## config.mk

```make
export PLATFORM = sky130hd
export DESIGN_NAME = alu_arbiter
export DESIGN_NICKNAME = d
export VERILOG_FILES = /design/src/rtl/alu_arbiter.sv
export SDC_FILE = /design/constraint.sdc
export NUM_CORES = 1
export LEC_CHECK = 0
export BUFFER_PORTS_ARGS = -buffer_cell sky130_fd_sc_hd__buf_2
export CAP_MARGIN = 0
export CELL_PAD_IN_SITES_DETAIL_PLACEMENT = 0
export CELL_PAD_IN_SITES_GLOBAL_PLACEMENT = 2
export CORE_AREA = 2 2 80 82
export CTS_CLUSTER_DIAMETER = 50
export CTS_CLUSTER_SIZE = 30
export DETAILED_ROUTE_END_ITERATION = 10
export DIE_AREA = 0 0 82 84
export GPL_ROUTABILITY_DRIVEN = 0
export GPL_TIMING_DRIVEN = 0
export MAX_ROUTING_LAYER = met4
export PLACE_DENSITY_LB_ADDON = 0.1
export RECOVER_POWER = 50
export SLEW_MARGIN = 20
export SYNTH_ARGS = -nofsm -noshare
export SYNTH_HDL_FRONTEND = slang
export SYNTH_SLANG_ARGS = --single-unit
export TNS_END_PERCENT = 1
```

## constraint.sdc

```tcl
create_clock -name clk -period 2.6 [get_ports clk]
set_clock_uncertainty 0.15 [all_clocks]
set_input_delay 0.26 -clock clk [delete_from_list [all_inputs] [get_ports clk]]
set_output_delay 0.26 -clock clk [all_outputs]
set_load 0.03 [all_outputs]
```

## src/rtl/alu_arbiter.sv

```systemverilog
// Two-requester arbiter sharing one external combinational 8-bit ALU, with a registered response slot per requester.
// Build option ALU_ARB_FIXED_PRIO_EN: requester 0 wins every tie and the round-robin pointer is removed.
module alu_arbiter #(
  parameter int DATA_W = 8,
  parameter int OP_W   = 3
) (
  input  logic                clk,
  input  logic                rst_n,
  input  logic [1:0]          req_valid,
  output logic [1:0]          req_ready,
  input  logic [2*DATA_W-1:0] req_a,
  input  logic [2*DATA_W-1:0] req_b,
  input  logic [2*OP_W-1:0]   req_op,
  output logic [1:0]          rsp_valid,
  input  logic [1:0]          rsp_ready,
  output logic [2*DATA_W-1:0] rsp_result,
  output logic [1:0]          rsp_zero,
  output logic [DATA_W-1:0]   alu_in1,
  output logic [DATA_W-1:0]   alu_in2,
  output logic [OP_W-1:0]     alu_op,
  input  logic [DATA_W-1:0]   alu_result,
  input  logic                alu_zero
);

  logic [1:0]             vld_p1;
  logic [1:0][DATA_W-1:0] result_p1;
  logic [1:0]             zero_p1;
  logic [1:0]             slot_free;
  logic [1:0]             eligible;
  logic [1:0]             grant;

  // A full slot being drained this cycle can take a new result at the same edge.
  assign slot_free = ~vld_p1 | rsp_ready;
  assign eligible  = req_valid & slot_free;

`ifdef ALU_ARB_FIXED_PRIO_EN
  always_comb begin
    grant = 2'b00;
    if (rst_n) begin
      grant[0] = eligible[0];
      grant[1] = eligible[1] & ~eligible[0];
    end
  end
`else
  logic ptr;

  always_comb begin
    grant = 2'b00;
    if (rst_n) begin
      if (&eligible) grant = ptr ? 2'b10 : 2'b01;
      else           grant = eligible;
    end
  end

  always_ff @(posedge clk) begin
    if (!rst_n)        ptr <= 1'b0;
    else if (grant[0]) ptr <= 1'b1;
    else if (grant[1]) ptr <= 1'b0;
  end
`endif

  assign req_ready = grant;

  always_comb begin
    alu_in1 = '0;
    alu_in2 = '0;
    alu_op  = '0;
    for (int i = 0; i < 2; i++) begin
      if (grant[i]) begin
        alu_in1 = req_a[i*DATA_W +: DATA_W];
        alu_in2 = req_b[i*DATA_W +: DATA_W];
        alu_op  = req_op[i*OP_W +: OP_W];
      end
    end
  end

  // Stage p1: ALU result captured into the granted requester's slot
  always_ff @(posedge clk) begin
    if (!rst_n) begin
      vld_p1    <= '0;
      result_p1 <= '0;
      zero_p1   <= '0;
    end else begin
      for (int i = 0; i < 2; i++) begin
        if (grant[i]) begin
          vld_p1[i]    <= 1'b1;
          result_p1[i] <= alu_result;
          zero_p1[i]   <= alu_zero;
        end else if (rsp_ready[i]) begin
          vld_p1[i] <= 1'b0;
        end
      end
    end
  end

  assign rsp_valid  = vld_p1;
  assign rsp_result = result_p1;
  assign rsp_zero   = zero_p1;

endmodule

```

## Yosys cells after proc, flatten, opt, wreduce, memory -nomap -nowiden

Index checks and enable logic that the tools add are counted.

- Register bits: 21
- Input port bits: 53
- Output and inout port bits: 41
- Logic and storage cells: 29

- Muxes and demuxes: 15
- Bitwise operators: 3
- Reduce and logical (&&, ||, !) cells: 4

Operators with widths:

| cell | count |
|---|---|
| $mux W8 | 4 |
| $mux W1 | 6 |
| $mux W2 | 3 |
| $mux W3 | 2 |
| $reduce_bool A2 Y1 | 3 |
| $and A2 B2 Y2 | 1 |
| $not A2 Y2 | 1 |
| $or A2 B2 Y2 | 1 |
| $reduce_and A2 Y1 | 1 |

## Logic depth before layout (Yosys ltp)

- Word-level depth: 8
- Mapped depth: 5
- Mapped depth without buffers: 3

## Least setup slack after synthesis

No wires, ideal clock.

- Kind: register -> output
- From: reg vld_p1[0] (netlist: rsp_valid[0])
- To: out alu_in1[0]
- Arrival: 1702 ps
- Data required time: 2190 ps
- Setup slack: 488 ps
- Stages on the path, launching flop included: 6
- Buffers on the path: 2
- Cell sequence: dfxtp_1 -> nor2b_1 -> o211ai_1 -> buf_4 -> buf_2 -> o22ai_1

- Longest elaborated chain between the ends: 8

Ends and longest elaborated chain:

| element | RTL line | text |
|---|---|---|
| start, declared | 25 | `logic [1:0] vld_p1;` |
| start signal, assigned | 80 | `vld_p1 <= '0;` |
| start signal, assigned by index | 86 | `vld_p1[i] <= 1'b1;` |
| start signal, assigned by index | 90 | `vld_p1[i] <= 1'b0;` |
| $not A2 Y2 * | 33 | `assign slot_free = ~vld_p1 \| rsp_ready;` |
| $or A2 B2 Y2 * | 33 |  |
| $and A2 B2 Y2 * | 34 | `assign eligible = req_valid & slot_free;` |
| $reduce_and A2 Y1 | 50 | `if (&eligible) grant = ptr ? 2'b10 : 2'b01;` |
| $mux W2 * | 50 |  |
| $mux W2 * | 49 | `if (rst_n) begin` |
| $mux W8 | 69 | `if (grant[i]) begin` |
| $mux W8 * | 69 |  |
| end, declared | 18 | `output logic [DATA_W-1:0] alu_in1,` |

Every way passes the cells marked *; elsewhere a longest branch is shown, timed or not.

## Worst setup path in the final report

- From: reg vld_p1[1] (netlist: rsp_valid[1])
- To: out alu_in1[6]

The elaborated chain is that of the path after synthesis.

==> flow_summary_export.csv <==
group,metric,value,unit
power,power.density,512,nW/um^2
worst_setup_path,worstPathArrival,1830,ps
floorplan,initial_core_util,0.183,
sta,rsz0062_at_grt,"false",
floorplan,ios,94,
final_layout,layout_common_cells,"buf_2 (75), nand2_1 (65), clkbuf_1 (28), dfxtp_1 (21), o22ai_1 (19)",
worst_setup_path,worstPathMaxFanout,10,
sta,min_period_over_period,0.860,
synthesis,synth_edf_count,0,
power,internal-power,0.553,mW
synthesis,synth_top_cell_area_share,0.376,
synthesis,synthCells,151,
cts,ctsLongestPathBuffers,2,
power,clkPwrFrac,0.242,
final_layout,finalInstanceArea,1700,um^2
grt,grt_max_degree,13,
sta,max_slew_margin,0.634,
sta,fin_crit,2240,ps
worst_setup_path,critPathLaunchType,"flip-flop",
floorplan,die_y,84,um
synthesis,ys_top_cells_by_area,"dfxtp_1 (38%), nand2_1 (22%), mux2i_1 (16%)",
run,maxCapViolCount,0,
synthesis,avgSynthCellArea,7.41,um^2
cts,clk_pin_slew,70,ps
run_status,outcome,"finished, final reports clean",
route,initialDrtViolationCount,33,
worst_setup_path,max_stage_delay,390,ps
floorplan,rows,29,
power,combinationalPowerShare,0.345,
cts,cts-htree-levels,1,
worst_setup_path,crit_required,2190,ps
placement,placed_cell_area,1680,um^2
power,peakVddDrop,0.171,mV
route,vias,1337,
synthesis,ys_seq_elements,21,
cts,clk_latency,250,ps
worst_setup_path,slowest_stage,"a311o_1",
route,viasPerCell,4.13,
power,switchingPower,0.314,mW
final_layout,antenna-diode-count,0,
power,leakage,0.867,nW
floorplan,dieArea,6890,um^2
sta,worst_pin_slew,548,ps
synthesis,ys_seq_area_frac,0.376,
synthesis,async_flop_share,0,
route,first_pass_iters,4,
synthesis,synth_area,1120,um^2
sta,finalSetupViolCount,0,
sta,tns,0,ps
final_layout,mostFrequentLayoutCell,"buf_2",
synthesis,ys_types,17,
cts,cts.sinks,21,
worst_setup_path,critPathKind,"reg -> out",
route,ant_nets,0,
synthesis,ys_warn_count,0,
final_layout,layout-drive-gt1-share,0.332,
synthesis,syn-num-nets,204,
hold_path,worstHoldPathType,"in -> reg",
route,wire_per_inst,12.3,um
placement,dp_hpwl,3110,um
grt,grt_pass1_vias,1403,
cts,cts_root_buf,"clkbuf_8",
floorplan,fp.dieW,82,um
grt,grt_pass1_wl,6380,um
final_layout,synthToLayoutAreaGrowth,51.6,%
power,sequentialPowerShare,0.413,
cts,post_cts_buffers,0,
floorplan,coreArea,6100,um^2
synthesis,ys.flop_type,"dfxtp_1",
route,drt_wl_total,4000,um
route,remaining_drc_errors,0,
cts,hold_buffers,0,
cts,cts-resized-gates,0,
power,switching_share,0.362,
final_layout,fin_nets,301,
grt,grt_antenna_before_repair,0,
power,power,0.868,mW
cts,cts_buffers,3,
cts,cts_tree,"yes",
sta,hold_viol_final,0,
sta,drv_slew,0,
sta,fmax,447,MHz
synthesis,yosysTopAreaCell,"dfxtp_1",
placement,io_buffers,92,
grt,grt_util_all_layers,0.120,
worst_setup_path,path_cells,"nand2b_4, a311o_1, clkbuf_1, o22ai_1, buf_2",
grt,grt.overflow.total,0,
worst_setup_path,end_kind,"output port",
-- synthesized netlist by cell type, types with 2 or more instances --
cell type / n
a21oi_1: 3
buf_2: 4
buf_4: 2
clkbuf_1: 7
dfxtp_1: 21
inv_1: 2
mux2i_1: 18
nand2_1: 65
nand2b_1: 2
nor2_1: 2
o22ai_1: 19
-- cell type report --
cell class | count | area (um^2)
inverter | 2 | 7.51
tap | 77 | 96.3
fill | 709 | 4400
sequential | 21 | 420
timing repair buffer | 92 | 435
multi-input combinational | 115 | 629
buffer | 13 | 60.1
clock buffer | 3 | 41.3
clock inverter | 1 | 5.00
-- per-layer routing --
layer / vias up / wire length [um] / track usage / part of all wire
met5: - / 0 / - / 0
met4: 0 / 36 / 0.0318 / 0.0090
met3: 2 / 279 / 0.0152 / 0.070
met2: 66 / 1690 / 0.183 / 0.42
met1: 565 / 1990 / 0.166 / 0.50
li1: 704 / - / - / -
-- worst max-delay path: cells and delay by family, from the launching register on --
kind / cells / cell delay (ps)
AO/OA/AOI/OAI: 2 / 650
AND/OR/NAND/NOR: 1 / 80
buffers and inverters: 2 / 480
flip-flops: 1 / 370
-- path summary, 6_finish.rpt --
path | slack (ps) | depth (start not counted) | from | to
worst min register to register | 310 | 2 | rsp_result[3] | rsp_result[3]
worst max register to register | 1080 | 4 | rsp_valid[0] | rsp_valid[0]
worst max-delay path | 360 | 5 | rsp_valid[1] | alu_in1[6]
worst min-delay path | 100 | 2 | req_valid[1] | ptr
-- power by group through the flow --
stage / logic (mW) / registers [mW] / clock network, mW
after detailed placement: 0.311 / 0.365 / 0
after CTS: 0.312 / 0.358 / 0.220
after floorplan: 0.155 / 0.409 / 0
final: 0.299 / 0.358 / 0.210
after global placement: 0.312 / 0.366 / 0
after global routing: 0.326 / 0.362 / 0.235
-- kinds of logic after synthesis --
kind of cell,count (synthesis),share of synthesized area
multiplexers,18,0.161
AO/OA/AOI/OAI,26,0.148
buffers and inverters,15,0.0615
flip-flops,21,0.376
AND/OR/NAND/NOR,71,0.254
-- per-stage QoR --
step	utilization	hold WS (ps)	worst slack [ps]	instances
3_3_place_gp	0.275	296	628	320
4_1_cts	0.282	92.8	348	324
2_1_floorplan	-	226	488	151
6_report	0.278	103	364	324
5_1_grt	0.278	109	239	324
3_5_place_dp	0.275	299	641	320
-- sequential cells by signal, summed over array words and instances, names as in the netlist --
signal and count:
ptr 1, rsp_result 16, rsp_valid 2, rsp_zero 2
No activity file was read; power rests on OpenSTA's default activity.
